**src/rtl/multi_clock_divider.sv**
```systemverilog
`default_nettype none
// ============================================================================
// Module   : multi_clock_divider
// Brief    : N-channel clock divider. Each channel emits a one-cycle tick and
//            a toggling clk_div, with its own integer divisor, optional
//            fractional divisor, enable, and shadowed reprogramming that is
//            applied only at period boundaries.
//            Optional feature macro: MULTI_CLKDIV_FRAC_EN (fractional
//            accumulator; when undefined div_frac is ignored).
// Revision : 1.0 - initial release
// ============================================================================
module multi_clock_divider #(
    parameter  int CHANNELS    = 2,
    parameter  int INT_W       = 16,
    parameter  int FRAC_W      = 4,
    parameter  int DEFAULT_DIV = 16,
    localparam int CH_W        = (CHANNELS > 1) ? $clog2(CHANNELS) : 1
) (
    input  logic                clk,
    input  logic                reset_n,
    input  logic [CHANNELS-1:0] en,
    input  logic                div_wr,
    input  logic [CH_W-1:0]     div_ch,
    input  logic [INT_W-1:0]    div_int,
    input  logic [FRAC_W-1:0]   div_frac,
    output logic [CHANNELS-1:0] tick,
    output logic [CHANNELS-1:0] clk_div,
    output logic [CHANNELS-1:0] pending
);

    localparam logic [INT_W-1:0] C_ONE     = INT_W'(1);
    localparam logic [INT_W-1:0] C_DEF_RAW = INT_W'(DEFAULT_DIV);
    // A divisor of 0 is meaningless; it behaves exactly like 1.
    localparam logic [INT_W-1:0] C_DEF_N   = (C_DEF_RAW == '0) ? C_ONE : C_DEF_RAW;

    // Normalised write value shared by all channels.
    logic [INT_W-1:0] w_wr_n;
    assign w_wr_n = (div_int == '0) ? C_ONE : div_int;

`ifndef MULTI_CLKDIV_FRAC_EN
    // div_frac stays on the port list so instantiations do not change.
    logic w_unused_frac;
    assign w_unused_frac = ^div_frac;
`endif

    for (genvar gi = 0; gi < CHANNELS; gi++) begin : g_ch
        logic [INT_W-1:0] r_act_n;
        logic [INT_W-1:0] r_shd_n;
        logic [INT_W-1:0] r_cnt;
        logic             r_pend;
        logic             r_tick;
        logic             r_clk_div;
        logic             w_wr_hit;
        logic             w_cnt_zero;
        logic [INT_W-1:0] w_carry;

        // Indices >= CHANNELS never match any channel, so they are ignored.
        assign w_wr_hit   = div_wr && (div_ch == CH_W'(gi));
        assign w_cnt_zero = (r_cnt == '0);

`ifdef MULTI_CLKDIV_FRAC_EN
        logic [FRAC_W-1:0] r_act_f;
        logic [FRAC_W-1:0] r_shd_f;
        logic [FRAC_W-1:0] r_acc;
        logic [FRAC_W:0]   w_acc_sum;

        // Carry out of the fraction stretches the next period by one cycle.
        assign w_acc_sum = {1'b0, r_acc} + {1'b0, r_act_f};
        assign w_carry   = {{(INT_W-1){1'b0}}, w_acc_sum[FRAC_W]};

        // Fractional state: active/shadow fraction and phase accumulator.
        always_ff @(posedge clk or negedge reset_n) begin
            if (!reset_n) begin
                r_act_f <= '0;
                r_shd_f <= '0;
                r_acc   <= '0;
            end else if (!en[gi]) begin
                r_acc <= '0;
                if (w_wr_hit) begin
                    r_act_f <= div_frac;
                    r_shd_f <= div_frac;
                end
            end else begin
                if (w_cnt_zero) begin
                    if (r_pend) begin
                        r_act_f <= r_shd_f;
                        r_acc   <= '0;
                    end else begin
                        r_acc <= w_acc_sum[FRAC_W-1:0];
                    end
                end
                if (w_wr_hit) begin
                    r_shd_f <= div_frac;
                end
            end
        end
`else
        assign w_carry = '0;
`endif

        // Integer divider: counter, tick/clk_div generation, shadow handling.
        always_ff @(posedge clk or negedge reset_n) begin
            if (!reset_n) begin
                r_act_n   <= C_DEF_N;
                r_shd_n   <= C_DEF_N;
                r_cnt     <= C_DEF_N - C_ONE;
                r_pend    <= 1'b0;
                r_tick    <= 1'b0;
                r_clk_div <= 1'b0;
            end else if (!en[gi]) begin
                // Reload uses the divisor active before this edge's write.
                r_cnt     <= r_act_n - C_ONE;
                r_tick    <= 1'b0;
                r_clk_div <= 1'b0;
                if (w_wr_hit) begin
                    // Idle channel: take the value at once; the latest write
                    // supersedes any shadow still waiting for a tick edge.
                    r_act_n <= w_wr_n;
                    r_shd_n <= w_wr_n;
                    r_pend  <= 1'b0;
                end
            end else begin
                if (w_cnt_zero) begin
                    r_tick    <= 1'b1;
                    r_clk_div <= ~r_clk_div;
                    if (r_pend) begin
                        r_act_n <= r_shd_n;
                        r_pend  <= 1'b0;
                        r_cnt   <= r_shd_n - C_ONE;
                    end else begin
                        r_cnt <= r_act_n - C_ONE + w_carry;
                    end
                end else begin
                    r_cnt  <= r_cnt - C_ONE;
                    r_tick <= 1'b0;
                end
                // A write on the tick edge lands after the apply above, so it
                // stays pending for the following period.
                if (w_wr_hit) begin
                    r_shd_n <= w_wr_n;
                    r_pend  <= 1'b1;
                end
            end
        end

        assign tick[gi]    = r_tick;
        assign clk_div[gi] = r_clk_div;
        assign pending[gi] = r_pend;
    end

endmodule
`default_nettype wire

```
**config.mk**
```make
export PLATFORM = sky130hd
export DESIGN_NAME = multi_clock_divider
export DESIGN_NICKNAME = d
export VERILOG_FILES = /design/src/rtl/multi_clock_divider.sv
export SDC_FILE = /design/constraint.sdc
export NUM_CORES = 1
export LEC_CHECK = 0
export ABC_CLOCK_PERIOD_IN_PS = 3900
export CORE_MARGIN = 2
export CORE_UTILIZATION = 52
export CTS_CLUSTER_DIAMETER = 80
export DETAILED_ROUTE_END_ITERATION = 7
export PLACE_DENSITY = 0.71
export RECOVER_POWER = 100
export SKIP_LAST_GASP = 1
export SLEW_MARGIN = 20
export SYNTH_ARGS = -nofsm -noshare
export SYNTH_HDL_FRONTEND = slang
export SYNTH_SLANG_ARGS = --single-unit
```
**constraint.sdc**
```tcl
create_clock -name clk -period 3.9 [get_ports clk]
set_input_delay 0.78 -clock clk [delete_from_list [all_inputs] [get_ports clk]]
set_output_delay 0.78 -clock clk [all_outputs]
set_load 0.05 [all_outputs]
```
# Word-level counts from Yosys, hierarchy flattened
# Cells that the tools add are included.
[totals]
register_bits = 102
inputBits = 26
output_inout_bits = 6
wordCells = 69
[classes]
add_sub_neg = 6
eq_ne = 4
n_mux = 31
bitwise_logic = 3
n_reduce_logical = 13
[ops]
columns = ["operator", "n"]
rows = [
  ["two-way mux 16 bit", 15],
  ["subtractor 16 x 1 -> 16 bit (second input constant)", 6],
  ["zero test 16 bit", 3],
  ["two-way mux 1 bit", 16],
  ["!= test 2 x 1 -> 1 bit (second input constant)", 4],
  ["nonzero test 2 bit", 4],
  ["AND reduction 3 bit", 2],
  ["AND reduction 2 bit", 2],
  ["NOT 1 bit", 3],
  ["logical AND 1 bit", 2],
]

# Depth between registers and ports, before layout
[depth]
word_depth = 4
mapped_depth = 9
mapped_depth_nobuf = 8

# Worst setup path after synthesis
# No wires, ideal clock.
[synth_timing]
path_kind = "register to register"
from = "reg g_ch[1].r_cnt[0]"
to = "reg g_ch[1].r_cnt[12]"
arrival_time_ns = 2.041
slack_ns = 1.740
stages_incl_launch_ff = 9
cell_sequence = "dfstp_2 inv_1 ha_1 nor4b_1 nand4_1 o21ai_1 buf_2 a32oi_1 o21a_1"
[synth_between]
elab_chain_len = 3
[synth_rtl]
columns = ["item", "line", "rtl"]
rows = [
  ["start: declaration", "49", "logic [INT_W-1:0] r_cnt;"],
  ["start signal: assignment", "106", "r_cnt <= C_DEF_N - C_ONE;"],
  ["start signal: assignment", "112", "r_cnt <= r_act_n - C_ONE;"],
  ["start signal: assignment", "129", "r_cnt <= r_shd_n - C_ONE;"],
  ["subtractor 16 x 1 -> 16 bit or zero test 16 bit (tied branches)", "134, 59", ""],
  ["two-way mux 16 bit *", "123", "if (w_cnt_zero) begin"],
  ["two-way mux 16 bit *", "110", "end else if (!en[gi]) begin"],
]
# Mark *: on every way between the ends. The rest lies on a longest branch, timed or not.
# A chain may end at the register's enable or synchronous reset.

# Worst setup path after layout
[layout_timing]
from = "reg g_ch[1].r_cnt[6]"
to = "reg g_ch[1].r_cnt[7]"
# Same word-level chain as after synthesis.

==> impl_metrics.ini <==
[outcome]
status = finished, violations left
violations = design-rule violations, max-capacitance violations, max-slew violations

[clocking]
post_cts_buffers = 0
cts_tree = done
numClockSinks = 102
clock_latency_ns = 0.34
path_clk_slew_ns = 0.07
cts_made_buffers = 9
h-tree-depth = 3
clockBufferDepth = 2
clockRootBuffer = clkbuf_16
ctsHoldBuffers = 0
ctsResizeCount = 0

[detailed_routing]
drt-initial-drc-count = 408
vias_per_cell = 6.25
routed_wl_um = 15300
route.detailed.drc = 1
drt-wirelength-per-cell_um = 19.3
firstDrtPassIters = 7
vias = 4962
drtAntennaViolNets = 0

[synth]
synthArstFlopShare_pct = 100
synth_cell_type_count = 61
synth_top_area_cell = dfrtp_1
ys_seq_area_share_pct = 41.6
synthTopCellsByArea = dfrtp_1, mux2_2, dfstp_2
synth_seq_cells = 102
synth_area_per_cell_um2 = 9.73
syn_inst = 635
syn_area_um2 = 6180
yosys_most_used_dff = dfrtp_1
synth.top_cell.area_share_pct = 36.5
synth_edf_count = 0
syn-num-nets = 669
synth_warnings = 0

[setup_path]
cp-start-kind = register
crit_arrival_ns = 3.47
cp_max_fo = 11
worstPathRequired_ns = 4.13
end_kind = register
critPathKind = register to register

[timing]
final.min_clock_period_ns = 3.24
setup_viol = 0
finClkSkew_ns = 0.00529
finalSetupTns_ns = 0
drv_slew = 80
tightest_slew_ns = 1.93
setup_ws_ns = 0.656
hold_violations = 0
fmax_mhz = 308
relSlewSlack_pct = -28.6
post-route-period-util_pct = 83.2
rsz0062_at_grt = false

[die]
ios = 32
start_util_pct = 53.6
dieHeight_um = 113
core-area_um2 = 11500
fp-row-count = 39
dieArea_um2 = 12800
die_w_um = 113

[finish]
drive_above_1_share_pct = 12.0
finalNetCount = 680
antennaDiodeCount = 0
multi_input_area_um2 = 3380
fin_cells = 794
area_delta_synth_final_pct = 10.7
final-seq-area_um2 = 2570
fin_util_pct = 59.4
fillers = 966

[global_routing]
gr-max-usage-layer = met1
grtUsageMet1_pct = 39.5
antenna_found_initial = 0
grt_util_all_layers_pct = 25.5
grt.met2_usage_pct = 37.6
gr-total-overflow = 0
met3_usage_pct = 2.52
grt_max_degree = 80
grt_pass1_vias = 4857
grt_pass1_wl_um = 25600

[run]
drv_cap = 1

[power]
p_total_mw = 3.42
p_leak_nw = 2.78
vdd_drop_max_v = 0.000349
powerDensity_nw_per_um2 = 500

[place]
dp.cells = 778
dp_hpwl_um = 11300
portBuffers = 27
pre_cts_ws_ns = 1.09
gp_congestion = 0.885

[min_path]
min_path_type = register to register
area by class of cell:
class	instances	area share, %
Multi-Input combinational cell	478	49.4
Sequential cell	102	37.5
Timing Repair Buffer	38	4.70
Clock buffer	11	3.69
Tap cell	143	2.62
Clock inverter	5	1.15
Inverter	17	0.933
layer usage:
metal	routed length (um)	vias up
met4	317	0
li1	-	2357
met1	7470	2414
met3	874	22
met2	6640	169
met5	0	-
final timing paths:
path	startpoint	to	slack, ns	cells past startpoint
worst max-delay path	g_ch[1].r_cnt[6]$_DFF_PN0_	g_ch[1].r_cnt[7]$_DFF_PN0_	0.66	5
worst min-delay path	g_ch[0].r_act_n[4]$_DFFE_PN1P_	g_ch[0].r_act_n[4]$_DFFE_PN1P_	0.51	2
worst max register to register	g_ch[1].r_cnt[6]$_DFF_PN0_	g_ch[1].r_cnt[7]$_DFF_PN0_	0.66	5
worst min register to register	g_ch[0].r_act_n[4]$_DFFE_PN1P_	g_ch[0].r_act_n[4]$_DFFE_PN1P_	0.51	2
max in group asynchronous	reset_n	g_ch[0].r_cnt[4]$_DFF_PN0_	1.47	2
min in group asynchronous	reset_n	g_ch[1].r_shd_n[3]$_DFFE_PN0P_	0.97	1
flip-flops by register name, indices dropped and copies added, names as in the netlist:
signal / flops
g_ch.r_clk_div: 2
g_ch.r_cnt: 32
g_ch.r_act_n: 32
g_ch.r_shd_n: 32
g_ch.r_tick: 2
g_ch.r_pend: 2
synthesized netlist by cell type (5+ instances only):
cell / n
dfrtp_1: 90
nand2_1: 59
xnor2_1: 35
xor2_1: 34
nor2_1: 33
mux2i_1: 31
mux2_2: 29
nor4_1: 27
o21ai_1: 26
clkbuf_1: 21
o21ai_0: 21
inv_1: 17
a22oi_1: 16
nor3_1: 16
or4_1: 13
dfstp_2: 12
o22ai_1: 12
a21oi_1: 10
nand3_1: 10
buf_2: 8
ha_1: 8
nor3b_1: 7
and3_1: 6
buf_4: 6
a211oi_1: 5
nor4b_1: 5
o31ai_1: 5
o32ai_1: 5
or3_1: 5
cell families after synthesis:
kind of cell | count (synthesis) | synth area share [%]
AO/OA/AOI/OAI | 126 | 13.3
flip-flops | 102 | 41.6
AND/OR/NAND/NOR | 215 | 19.5
XOR/XNOR | 69 | 9.78
buffers and inverters | 55 | 3.87
adder cells (fa/ha/maj) | 8 | 1.62
multiplexers | 60 | 10.3
critical path, cell delays in order (launching register included):
cell and delay [ns]:
dfrtp_1 0.41, nor4_1 0.68, nand4_1 0.52, o21ai_0 1.09
nand3_1 0.21, o221a_2 0.21
metrics by stage:
stage          hold WS, ns  cell area, um2
5_1_grt              0.551            6840
3_5_place_dp         0.498            6540
3_3_place_gp         0.494            6540
6_report             0.508            6840
2_1_floorplan        0.470            6180
4_1_cts              0.507            6870
power by group:
part / internal (mW) / total (mW) / switching (mW)
Combinational: 0.395 / 0.854 / 0.459
Clock: 0.598 / 0.988 / 0.390
Sequential: 1.29 / 1.58 / 0.290
Total: 2.28 / 3.42 / 1.14
cell usage in the layout, fill, tap and decap left out, types with 6 or more instances in the layout:
master	count
a21oi_1	10
a22oi_1	16
and3_1	6
clkbuf_16	9
clkdlybuf4s50_1	17
dfrtp_1	90
dfstp_2	11
dlygate4sd3_1	8
ha_1	8
inv_1	17
mux2_2	29
mux2i_1	31
nand2_1	59
nand3_1	10
nor2_1	33
nor3_1	16
nor3b_1	7
nor4_1	27
o21ai_0	43
o22ai_1	12
or4_1	13
xnor2_1	35
xor2_1	34
Note: power is estimated with default switching activity, not from simulation.
==> RTL edit 1, RTL diff (config.mk and constraints unchanged) <==
The parameter `CHANNELS` goes from 2 to 1.
--- a/src/rtl/multi_clock_divider.sv
+++ b/src/rtl/multi_clock_divider.sv
@@ -11,5 +11,5 @@
 // ============================================================================
 module multi_clock_divider #(
-    parameter  int CHANNELS    = 2,
+    parameter  int CHANNELS    = 1,
     parameter  int INT_W       = 16,
     parameter  int FRAC_W      = 4,
Ports: changed (resized clk_div, en, pending and tick); port bits go from 32 to 28. The function was not compared with the original's and may differ.
==> RTL edit 1 against the original RTL <==
- the flow finishes with violations (capacitance limit, slew limit)
- routed wire length is 50% lower
- utilization is 0.062 points higher
- area after synthesis is 49% lower
- sequential cell count is 51 lower
- fmax is 5.0% higher
- total power is 60% lower
- cell count is 45% lower
- die area is 47% lower
- setup slack better by 0.15 ns
- design area is 49% lower
==> RTL edit 1: results <==
set metrics [dict create \
    ys_seq_area_share_pct 40.70 \
    vias 2669 \
    port-buffer-count 23 \
    reg2reg_slack_ns 0.81 \
    worstPathArrival_ns 3.20 \
    routabilityCongestion 0.9095 \
    crit_start "g_ch[0].r_cnt[2]" \
    drtPass1Iterations 4 \
    synth_xor_area_share_pct 9.996 \
    synth.area.mux_share_pct 0 \
    synthCells 343 \
    synth_commonest_cells "dfrtp_1 (45), nand2_1 (39), xnor2_1 (23)" \
    instances_no_fill 433 \
    finClkSkew_ns 0.01177 \
    max-cap-violations 1 \
    clockRootBuffer "clkbuf_8" \
    wl_per_cell_um 17.68 \
    irDropWorstVdd_mv 0.3326 \
    synth-compound-area-share_pct 20.59 \
    cts_made_buffers 5 \
    reg2reg_to "g_ch[0].r_cnt[13]" \
    grt_pass1_wl_mm 12.77 \
    worst_pin_slew_ns 1.525 \
    num-nets-final 386 \
    outcome "complete, but fails checks" \
    violations "capacitance limit, slew limit" \
    report.final.slew_viol_count 30 \
    drt_iter0_drc 252 \
    grt_pass1_vias 2576 \
    crit_path_max_fanout 13 \
    p_leak_nw 1.365 \
    synthTopCellsByArea "dfrtp_1 (36%), xnor2_1 (6.4%), dfstp_2 (5.0%)" \
    timing.rr.start "g_ch[0].r_cnt[2]" \
    hpwl_mm 5.859 \
]
-- RTL edit 1: cell types whose count changed in the layout (fill, tap and decap cells not counted), sizes merged, moves of 11 or more --
| cell | unedited run | this run |
|---|---|---|
| inv | 18 | 7 |
| a21o | 0 | 16 |
| nor2 | 33 | 20 |
| o21ai | 47 | 5 |
| mux2i | 31 | 0 |
| nor4 | 29 | 15 |
| a31oi | 3 | 16 |
| mux2 | 29 | 0 |
| xor2 | 34 | 13 |
| dfrtp | 90 | 45 |
| xnor2 | 35 | 23 |
| nand2 | 59 | 39 |
-- RTL edit 1: kinds of logic after synthesis --
family | Yosys count
AND/OR/NAND/NOR | 133
AO/OA/AOI/OAI | 90
flip-flops | 51
XOR/XNOR | 36
buffers and inverters | 29
adder cells (fa/ha/maj) | 4
-- RTL edit 1: worst max-delay path: stages (launching register included) --
cell and delay (ns):
dfstp_1 0.42, nor3_1 0.50, and4_1 0.43, nand2_1 0.17
o21ai_0 1.11, a221oi_1 0.25
-- RTL edit 1: area by class of cell --
class	instances	area (um2)
clock buffer	7	86.33
inverter	8	30.03
tap	75	93.84
sequential	51	1284
fill	531	2386
multi-input combinational	263	1750
timing repair buffer	28	250.2
clock inverter	1	5.005
-- RTL edit 1: worst min path at each step --
| stage | startpoint | end | slack, ns | cells after the start |
|---|---|---|---|---|
| after floorplan | g_ch[0].r_act_n[0] | g_ch[0].r_cnt[0] | 0.45 | 1 |
| after global placement | g_ch[0].r_act_n[0] | g_ch[0].r_cnt[0] | 0.49 | 1 |
| after detailed placement | g_ch[0].r_act_n[0] | g_ch[0].r_cnt[0] | 0.49 | 1 |
| after CTS | reset_n | g_ch[0].r_act_n[15] | 0.43 | 1 |
| after global routing | g_ch[0].r_act_n[0] | g_ch[0].r_cnt[0] | 0.54 | 1 |
| final | g_ch[0].r_act_n[0] | g_ch[0].r_cnt[0] | 0.51 | 1 |
-- RTL edit 1: metrics by stage --
| step | area [um2] | hold WS (ns) | setup WS [ns] |
|---|---|---|---|
| floorplan | 3154 | 0.4488 | 1.935 |
| global placement | 3426 | 0.4876 | 1.086 |
| detailed placement | 3426 | 0.4943 | 1.075 |
| CTS | 3517 | 0.4334 | 1.292 |
| global route | 3500 | 0.5433 | 0.6171 |
| finish | 3500 | 0.5101 | 0.8095 |
-- RTL edit 1: power by group --
group	leakage, nW	switching [mW]	internal, mW
clock network	0.0482	0.176	0.144
logic	0.736	0.165	0.161
registers	0.580	0.116	0.618
-- RTL edit 1: per-layer routing --
layer	vias up	part of all wire [%]	wire length (um)	track usage, %
met1	1288	46	3503	36.23
met2	68	48	3689	40.16
met5	-	0	0	0
met3	14	3.8	290	3.626
li1	1299	-	-	-
met4	0	2.3	173	7.667
==> RTL edit 2, RTL diff (same flow settings) <==
Without the edit above. Put one more register stage on the output `pending`, with the module's reset. The value now appears one clock later. The other outputs are not delayed to match.
--- a/src/rtl/multi_clock_divider.sv
+++ b/src/rtl/multi_clock_divider.sv
@@ -33,4 +33,6 @@
     // A divisor of 0 is meaningless; it behaves exactly like 1.
     localparam logic [INT_W-1:0] C_DEF_N   = (C_DEF_RAW == '0) ? C_ONE : C_DEF_RAW;
+
+    logic [CHANNELS-1:0] pending_d;
 
     // Normalised write value shared by all channels.
@@ -146,5 +148,13 @@
         assign tick[gi]    = r_tick;
         assign clk_div[gi] = r_clk_div;
-        assign pending[gi] = r_pend;
+        assign pending_d[gi] = r_pend;
+    end
+
+    always_ff @(posedge clk or negedge reset_n) begin
+        if (!reset_n) begin
+            pending <= '0;
+        end else begin
+            pending <= pending_d;
+        end
     end
 
Formal check against the unedited RTL: not equivalent (Yosys sat finds a counterexample within 4 cycles, from zero or initial values and one cycle with reset_n low).
==> RTL edit 2 against the original RTL <==
- the flow finishes with violations (capacitance limit, slew limit)
- routed wire length fell by 3.5%
- utilization fell by 1.8 points
- fmax rose by 13%
- sequential cell count rose by 2
- total power fell by 2.0%
- combinational power rose by 3.0%
- sequential share of layout area rose by 0.46 points
- first-iteration DRC count fell by 19%
- via count fell by 1.6%
- global-route usage fell by 1.3 points
- setup slack improved by 0.36 ns
- design area rose by 0.71%
- hold slack improved by 0.015 ns
- area after synthesis rose by 2.3%
- critical endpoint is now g_ch[0].r_act_n[15]
- highest routed layer unchanged
==> RTL edit 2: results <==
set metrics [dict create \
    outcome "complete, but fails checks" \
    violations "capacitance limit, slew limit" \
    gr-usage-met1_pct 34.57 \
    grtUsageTotal_pct 24.25 \
    ys_seq_area_share_pct 41.40 \
    routabilityCongestion 0.8945 \
    vias_per_cell 6.274 \
    synthTopCellsByArea "dfrtp_1 (36%), mux2_2 (8.9%), xnor2_1 (5.4%)" \
    p_leak_nw 2.727 \
    placed_area_um2 6690 \
    cpPeakStageDelay_ns 0.90 \
    top_layer_used "met4" \
    async_flop_share_pct 100.0 \
    instances_no_fill 778 \
    dp.cells 763 \
    finClkSkew_ns 0.009503 \
    num_antenna_cells 0 \
    clk_latency_ns 0.36 \
    wl_met1_mm 7.193 \
    clk_pin_slew_ns 0.07 \
    cts_made_buffers 9 \
    drtPass1Iterations 5 \
    yosysWarningCount 0 \
    met3WireLength_um 753 \
    grt_max_degree 69 \
    wl_met2_mm 6.545 \
    port-buffer-count 27 \
    hpwl_mm 10.78 \
    cts_max_path_buffers 2 \
    place_ws_ns 0.9378 \
    reg.largest.list "g_ch.r_act_n (32), g_ch.r_cnt (32), g_ch.r_shd_n (32)" \
    drt_iter0_drc 331 \
    wl_per_cell_um 18.99 \
    slew_headroom_pct -16.05 \
    synthCells 612 \
    synth_commonest_cells "dfrtp_1 (92), mux2_2 (50), nand2_1 (49)" \
    grt_pass1_vias 4789 \
    worstPathArrival_ns 3.12 \
    syn_nets 646 \
    max-cap-violations 1 \
    report.final.slew_viol_count 69 \
    cp_top_family "compound AO/OA/AOI/OAI gates" \
    slowest_stage "a31oi_2" \
    switching_power_mw 1.137 \
    ys_types 64 \
    grt_pass1_wl_mm 24.54 \
    irDropWorstVdd_mv 0.2421 \
    clockRootBuffer "clkbuf_16" \
    cts_resized 0 \
    post_cts_buffers 0 \
    antenna_found_initial 0 \
    use_met3_pct 4.447 \
    num-nets-final 661 \
    hp-class "reg -> reg" \
    cts_max_level 3 \
    drive_above_1_share_pct 15.53 \
    crit_path_max_fanout 19 \
    met2_usage_pct 37.46 \
]
[RTL edit 2: logic make-up (layout without fill, tap and decap cells)]
group           after synthesis  in the layout  share of synthesized area [%]
simple gates                193            193                          17.34
fa+ha+maj                     8              8                          1.583
xor+xnor                     70             70                          9.697
compound gates              108            108                          12.39
mux                          78             78                          13.97
buf+inv                      51             70                          3.621
flops                       104            104                          41.40
[RTL edit 2: cell type report]
cell class	instances	area (um2)
Clock buffer	13	250.2
Fill cell	1032	5072
Timing Repair Buffer	36	321.6
Multi-Input combinational cell	457	3435
Tap cell	147	183.9
Inverter	19	71.32
Clock inverter	2	10.01
Sequential cell	104	2618
[RTL edit 2: worst register-to-register path: cells and delay by family (launching register included)]
kind / cells / cell delay, ns
flops: 1 / 0.42
simple gates: 5 / 2.28
[RTL edit 2: power groups by stage]
stage	registers, mW	logic (mW)	clock network (mW)
2_1_floorplan	1.57	0.696	0
3_3_place_gp	1.63	0.872	0
3_5_place_dp	1.65	0.898	0
4_1_cts	1.63	0.905	0.853
5_1_grt	1.68	0.970	0.891
6_report	1.64	0.880	0.835
[RTL edit 2: worst paths after layout]
kind | startpoint | to | slack (ns) | depth (start not counted)
worst max-delay path | div_wr | g_ch[0].r_act_n[15] | 1.02 | 6
worst min register to register | g_ch[1].r_act_n[4] | g_ch[1].r_act_n[4] | 0.52 | 2
worst min-delay path | g_ch[1].r_act_n[4] | g_ch[1].r_act_n[4] | 0.52 | 2
worst max register to register | g_ch[1].r_cnt[6] | g_ch[1].r_cnt[15] | 1.07 | 5
min in group asynchronous | reset_n | g_ch[0].r_cnt[4] | 0.86 | 1
max in group asynchronous | reset_n | pending[0] | 1.12 | 2
